--- src/rtl/twos_comp_share_ctrl_pkg.sv ---
// Shared types and constants for the shared two's-complement negation block.
//   state_t   : response-channel FSM state (IDLE: no result held, HOLD: result held)
//   DEF_*     : default parameter values for the top level
//   most_neg  : bit pattern of the most-negative value for a given width
package twos_comp_pkg;

  typedef enum logic {
    IDLE = 1'b0,
    HOLD = 1'b1
  } state_t;

  localparam int unsigned DEF_WIDTH = 8;
  localparam int unsigned DEF_N_REQ = 4;
  localparam int unsigned DEF_CNT_W = 16;
  localparam int unsigned DEF_ID_W  = $clog2(DEF_N_REQ);

  // Returns a 64-bit word whose low 'width' bits hold 1 followed by zeros.
  function automatic logic [63:0] most_neg(input int unsigned width);
    logic [63:0] r;
    r            = '0;
    r[width - 1] = 1'b1;
    return r;
  endfunction

endpackage

--- src/rtl/twos_comp_share_ctrl_rr_arbiter.sv ---
// Combinational round-robin arbiter.
//   req_i : request vector
//   ptr_i : highest-priority index for this cycle
//   en_i  : when low, no grant is produced
//   gnt_o : one-hot grant
//   idx_o : encoded index of the granted requester
//   any_o : a grant was produced
module rr_arbiter #(
  parameter int unsigned N_REQ = 4
) (
  input  logic [N_REQ-1:0]         req_i,
  input  logic [$clog2(N_REQ)-1:0] ptr_i,
  input  logic                     en_i,
  output logic [N_REQ-1:0]         gnt_o,
  output logic [$clog2(N_REQ)-1:0] idx_o,
  output logic                     any_o
);

  localparam int unsigned IDX_W = $clog2(N_REQ);

  always_comb begin
    int unsigned j;
    logic        found;
    gnt_o = '0;
    idx_o = '0;
    found = 1'b0;
    j     = 0;
    // Scan from ptr upward with wrap; the first valid request wins.
    for (int unsigned i = 0; i < N_REQ; i++) begin
      j = (32'(ptr_i) + i) % N_REQ;
      if (en_i && !found && req_i[j]) begin
        gnt_o[j] = 1'b1;
        idx_o    = IDX_W'(j);
        found    = 1'b1;
      end
    end
    any_o = found;
  end

endmodule

--- src/rtl/twos_comp_share_ctrl.sv ---
// Shares one two's-complement negation unit among N_REQ requesters.
//   clk, rst   : clock, asynchronous active-high reset
//   req_valid  : per-requester request valid
//   req_data   : per-requester operand
//   req_ready  : per-requester accept (one-hot or zero, combinational)
//   resp_valid : registered response valid
//   resp_ready : response consumer ready
//   resp_data  : ~x+1 of the accepted operand
//   resp_id    : index of the served requester
//   resp_ovf   : operand was the most-negative value
//   conv_count : saturating count of consumed responses
module twos_comp_share_ctrl
  import twos_comp_pkg::*;
#(
  parameter int unsigned WIDTH = DEF_WIDTH,
  parameter int unsigned N_REQ = DEF_N_REQ,
  parameter int unsigned CNT_W = DEF_CNT_W
) (
  input  logic                     clk,
  input  logic                     rst,
  input  logic [N_REQ-1:0]         req_valid,
  input  logic [WIDTH-1:0]         req_data [N_REQ],
  output logic [N_REQ-1:0]         req_ready,
  output logic                     resp_valid,
  input  logic                     resp_ready,
  output logic [WIDTH-1:0]         resp_data,
  output logic [$clog2(N_REQ)-1:0] resp_id,
  output logic                     resp_ovf,
  output logic [CNT_W-1:0]         conv_count
);

  localparam int unsigned      ID_W      = $clog2(N_REQ);
  localparam logic [63:0]      MN_W64    = most_neg(WIDTH);
  localparam logic [WIDTH-1:0] MOST_NEG  = MN_W64[WIDTH-1:0];
  localparam logic [WIDTH-1:0] ONE       = WIDTH'(1);
  localparam logic [CNT_W-1:0] CNT_MAX   = '1;
  localparam logic [ID_W-1:0]  LAST_ID   = ID_W'(N_REQ - 1);

  state_t             state_q, state_d;
  logic [ID_W-1:0]    ptr_q,   ptr_d;
  logic [WIDTH-1:0]   data_q,  data_d;
  logic [ID_W-1:0]    id_q,    id_d;
  logic               ovf_q,   ovf_d;
  logic [CNT_W-1:0]   cnt_q,   cnt_d;

  logic               accept_ok;
  logic               arb_en;
  logic [N_REQ-1:0]   gnt;
  logic [ID_W-1:0]    gnt_idx;
  logic               any_gnt;
  logic [WIDTH-1:0]   sel_data;
  logic [WIDTH-1:0]   neg_data;

  always_comb begin
    accept_ok = (state_q == IDLE) || resp_ready;
    // Gating with rst keeps req_ready low for the whole reset window.
    arb_en    = accept_ok && !rst;
  end

  rr_arbiter #(
    .N_REQ (N_REQ)
  ) u_arb (
    .req_i (req_valid),
    .ptr_i (ptr_q),
    .en_i  (arb_en),
    .gnt_o (gnt),
    .idx_o (gnt_idx),
    .any_o (any_gnt)
  );

  assign req_ready  = gnt;
  assign resp_valid = (state_q == HOLD);
  assign resp_data  = data_q;
  assign resp_id    = id_q;
  assign resp_ovf   = ovf_q;
  assign conv_count = cnt_q;

  always_comb begin
    sel_data = req_data[gnt_idx];
    neg_data = ~sel_data + ONE;
  end

  always_comb begin
    state_d = state_q;
    ptr_d   = ptr_q;
    data_d  = data_q;
    id_d    = id_q;
    ovf_d   = ovf_q;
    cnt_d   = cnt_q;

    if ((state_q == HOLD) && resp_ready && (cnt_q != CNT_MAX)) begin
      cnt_d = cnt_q + CNT_W'(1);
    end

    case (state_q)
      IDLE: begin
        if (any_gnt) begin
          state_d = HOLD;
        end
      end
      HOLD: begin
        if (resp_ready && !any_gnt) begin
          state_d = IDLE;
        end
      end
      default: state_d = IDLE;
    endcase

    // any_gnt already implies accept_ok, so a grant always loads the result.
    if (any_gnt) begin
      data_d = neg_data;
      id_d   = gnt_idx;
      ovf_d  = (sel_data == MOST_NEG);
      ptr_d  = (gnt_idx == LAST_ID) ? '0 : gnt_idx + ID_W'(1);
    end
  end

  always_ff @(posedge clk or posedge rst) begin
    if (rst) begin
      state_q <= IDLE;
      ptr_q   <= '0;
      data_q  <= '0;
      id_q    <= '0;
      ovf_q   <= 1'b0;
      cnt_q   <= '0;
    end else begin
      state_q <= state_d;
      ptr_q   <= ptr_d;
      data_q  <= data_d;
      id_q    <= id_d;
      ovf_q   <= ovf_d;
      cnt_q   <= cnt_d;
    end
  end

endmodule

--- config.mk ---
export PLATFORM = sky130hd
export DESIGN_NAME = twos_comp_share_ctrl
export DESIGN_NICKNAME = d
export VERILOG_FILES = /design/src/rtl/twos_comp_share_ctrl_pkg.sv /design/src/rtl/twos_comp_share_ctrl_rr_arbiter.sv /design/src/rtl/twos_comp_share_ctrl.sv
export SDC_FILE = /design/constraint.sdc
export NUM_CORES = 1
export LEC_CHECK = 0
export CAP_MARGIN = 25
export CORE_MARGIN = 4
export CORE_UTILIZATION = 35
export CTS_CLUSTER_DIAMETER = 80
export DETAILED_ROUTE_END_ITERATION = 8
export GPL_ROUTABILITY_DRIVEN = 0
export GPL_TIMING_DRIVEN = 0
export PLACE_DENSITY = 0.68
export REMOVE_ABC_BUFFERS = 1
export SYNTH_ARGS = -nofsm -noshare
export SYNTH_HDL_FRONTEND = slang
export SYNTH_SLANG_ARGS = --single-unit
--- constraint.sdc ---
create_clock -name clk -period 6 [get_ports clk]
set_input_delay 1.2 -clock clk [delete_from_list [all_inputs] [get_ports clk]]
set_output_delay 1.2 -clock clk [all_outputs]
set_load 0.05 [all_outputs]
==> summary.txt <==
Run status
  • Status: complete, no violations

Flow run
  • Max-Cap Viols: 0

Min path
  • Hold Crit Class: reg2reg
  • WHS Path Cells: 1

Setup path
  • Crit Path Category: in2out
  • CP arrival: 4.12 ns
  • Crit end category: output pin
  • CP Cell Sequence: clkdlybuf4s50_1 > inv_1 > buf_16 > and2_1 > nand2_1 > a211oi_1 > a22oi_1 > o21ai_0 > clkdlybuf4s50_1
  • Max stage delay on crit path: 0.84 ns
  • R2R cell count: 13
  • Critical path launch point type: input pin
  • Critical path required time: 4.80 ns
  • Slowest cell on crit path: clkdlybuf4s50_1
  • Critical path's most frequent cell: clkdlybuf4s50_1
  • Critical path peak fanout: 21

Floorplan
  • Chip height: between 80 and 90 um
  • Ports: 71
  • Starting density of the core: 36.7%
  • Core box area: 6030 sq um
  • # rows: 28
  • Die ar.: 7660 sq um
  • Die W: 87.5 um

Layout
  • Share of cells above drive strength 1: between 10% and 20%
  • Fill cells: 572
  • Antenna diodes: 0
  • Final nets: 334
  • Syn-to-layout area delta: 38.5%
  • Post-Layout Cell Count: 363

Routing
  • Initial DRC Count: 53
  • WL met1: approximately 2400 um
  • Routed wl met3: 377 um
  • Metal2 WL: roughly 2400 um
  • DRC viols: 0
  • Post-DR wirelength/cell: 14.4 um
  • DR top layer: met4
  • DRT antenna net count: 0
  • Total detailed-routing wirelength: ~5200 um
  • Via total after detailed routing: 1,916
  • DRT Pass-1 Iters: 4
  • Via density: 5.28

GRT
  • Total grt overflow: 0
  • GRT Total Usage: 13.8%
  • Vias in the first global route: 1,725
  • First-pass GRT wire length: roughly 8400 um
  • Antenna violations before repair: 0
  • Largest net degree at the start of global routing: 22

Synth
  • Syn. warnings: 0
  • Post-synth EDFFs: 0
  • Async SR Flop Fraction: between 90% and 100%
  • Mapped cell area: ~2200 sq um
  • Yosys reg bits: 30
  • Post-synth top flop: dfrtp_1
  • Register area share after synthesis: ~34%
  • Top cell type by total area after synthesis: dfrtp_1
  • Synth top area share: between 30 and 40%
  • Ranking of synthesized cells by area: dfrtp_1 (34%), mux4_2 (7.1%), xnor2_1 (5.5%), ha_1 (4.0%), nand2_1 (3.7%)
  • Mean Syn Cell Area: ~10 sq um
  • Yosys cell types: 58
  • Post-Synthesis Cells: 218

Timing
  • Slew at the pin with the worst max-slew slack: 0.556 ns
  • Worst clock skew: roughly 0.004 ns
  • Rel. slew slack: around 63%
  • Unrepaired setup endpoints after global routing: no
  • Slew Limit Fails: 0
  • Final Cycle Share: 88.6%
  • Total negative slack: 0 ns
  • Fin crit period: 5.32 ns
  • Setup violators final: 0
  • Hold Violations, Final: 0
  • Highest clock rate: 188 MHz

Power
  • Comb pwr share: ~60%
  • Power per cell area: 390 nW/um^2
  • Power share of the clock group: approximately an eighth
  • Seq pwr share: about a quarter
  • NetSw: ~570 uW
  • Power Internal: 628 uW
  • P_leak: approximately 1.2 nW
  • Sw Share: 47.5%
  • VDD IR max: 278 uV

Clock network
  • Quantity of gates resized following cts: 0
  • CTS sink count: 30
  • Max H-tree Level: 2
  • CTS Hold Buffers Added: 0
  • Deepest clock path buffer count: 2
  • Setup Buffers After CTS: 0
  • Clk root buf: clkbuf_8
  • Worst-skew pair later-pin latency: 0.28 ns
  • CTS Buf Count: 5
  • Clock transition at the registers of the reported paths: roughly 0.060 ns
  • CTS tree: done

Placement
  • Port Buffers: 70
  • DP Wirelength: around 4200 um
  • Number of instances in the placed design: 356
-- cell families after synthesis --
| kind of cell | count (synthesis) | synth area share, % |
|---|---|---|
| AND/OR/NAND/NOR | 75 | 20.2 |
| AO/OA/AOI/OAI | 54 | 18.7 |
| flip-flops | 30 | 33.9 |
| XOR/XNOR | 20 | 7.92 |
| buffers and inverters | 18 | 4.58 |
| multiplexers | 14 | 10.7 |
| adder cells (fa/ha/maj) | 7 | 3.96 |
-- per-stage QoR --
| step | hold WS [ns] | power [mW] | utilization, % | setup WS, ns | area (sq um) |
|---|---|---|---|---|---|
| floorplan | 0.683 | 0.832 | - | 1.39 | 2140 |
| global placement | 0.460 | 1.04 | 48.7 | 0.333 | 2940 |
| detailed placement | 0.469 | 1.06 | 49.5 | 0.631 | 2990 |
| CTS | 0.482 | 1.21 | 50.9 | 0.622 | 3060 |
| global route | 0.497 | 1.27 | 50.9 | 0.345 | 3060 |
| finish | 0.482 | 1.20 | 50.9 | 0.681 | 3060 |
-- registers in the layout, summed over array words and instances, names as in the netlist --
signal / count
resp_ovf: 1
ptr_q: 2
resp_data: 8
resp_valid: 1
resp_id: 2
conv_count: 16
-- power groups by stage --
stage | registers, mW | clock network (mW) | logic [mW]
after detailed placement | 0.317 | 0 | 0.739
after global placement | 0.313 | 0 | 0.723
after floorplan | 0.478 | 0 | 0.354
after CTS | 0.313 | 0.152 | 0.740
final | 0.312 | 0.149 | 0.735
after global routing | 0.321 | 0.163 | 0.788
-- metal layers --
layer / vias up / track usage [%]
met2: 58 / 20.6
met4: 0 / 4.04
li1: 959 / -
met3: 6 / 3.88
met1: 893 / 19.4
met5: - / 0
-- final cells by class --
type / count / area, sq um / share of cell area (%)
Timing Repair Buffer: 73 / 743 / 24.3
Clock buffer: 5 / 68.8 / 2.25
Clock inverter: 2 / 10.0 / 0.327
Tap cell: 75 / 93.8 / 3.06
Sequential cell: 30 / 751 / 24.5
Inverter: 8 / 30.0 / 0.980
Multi-Input combinational cell: 170 / 1370 / 44.6
-- layout by cell type, fill, tap and decap left out, types with 6 or more instances in the layout --
| master | count |
|---|---|
| nor2_1 | 9 |
| dfrtp_1 | 30 |
| nand4_1 | 7 |
| clkdlybuf4s50_1 | 70 |
| mux4_2 | 7 |
| nand3_1 | 6 |
| nand2_1 | 22 |
| inv_1 | 8 |
| xnor2_1 | 14 |
| ha_1 | 7 |
| a22oi_1 | 9 |
| xor2_1 | 6 |
| o21ai_0 | 12 |
-- cells in the mapped netlist, types with 2 or more instances --
library cell  number
buf_4              4
and3b_2            2
dfrtp_1           30
mux2i_1            2
nor2_4             2
a21o_1             2
nand3_1            6
ha_1               7
buf_6              2
nor3b_1            5
nor4_1             3
a21oi_1            5
buf_2              3
nor2_1             9
nand2_1           22
and3_1             2
and2_1             2
a22oi_1            9
o2bb2ai_1          5
a221oi_1           2
o21ai_0           12
mux2_2             4
xnor2_1           14
nor3_1             3
o21ai_1            4
inv_1              8
xor2_1             6
nand4_1            7
mux4_2             7
-- final timing paths --
path / from / end / slack, ns
min in group asynchronous: rst / conv_count[13]$_DFFE_PP0P_ / 1.25
setup / recovery: rst / req_ready[3] / 0.68
setup reg to reg: ptr_q[0]$_DFFE_PP0P_ / resp_data[6]$_DFFE_PP0P_ / 1.71
hold reg to reg: resp_id[0]$_DFFE_PP0P_ / resp_id[0]$_DFFE_PP0P_ / 0.48
max in group asynchronous: rst / conv_count[1]$_DFFE_PP0P_ / 4.27
hold / removal: resp_id[0]$_DFFE_PP0P_ / resp_id[0]$_DFFE_PP0P_ / 0.48
-- critical path, delay by kind of cell --
| kind | cells | cell delay [ns] |
|---|---|---|
| AOI/OAI and AO/OA | 3 | 0.65 |
| and+or+nand+nor | 2 | 0.40 |
| buffers and inverters | 4 | 1.85 |
(Power assumes the default switching activity.)
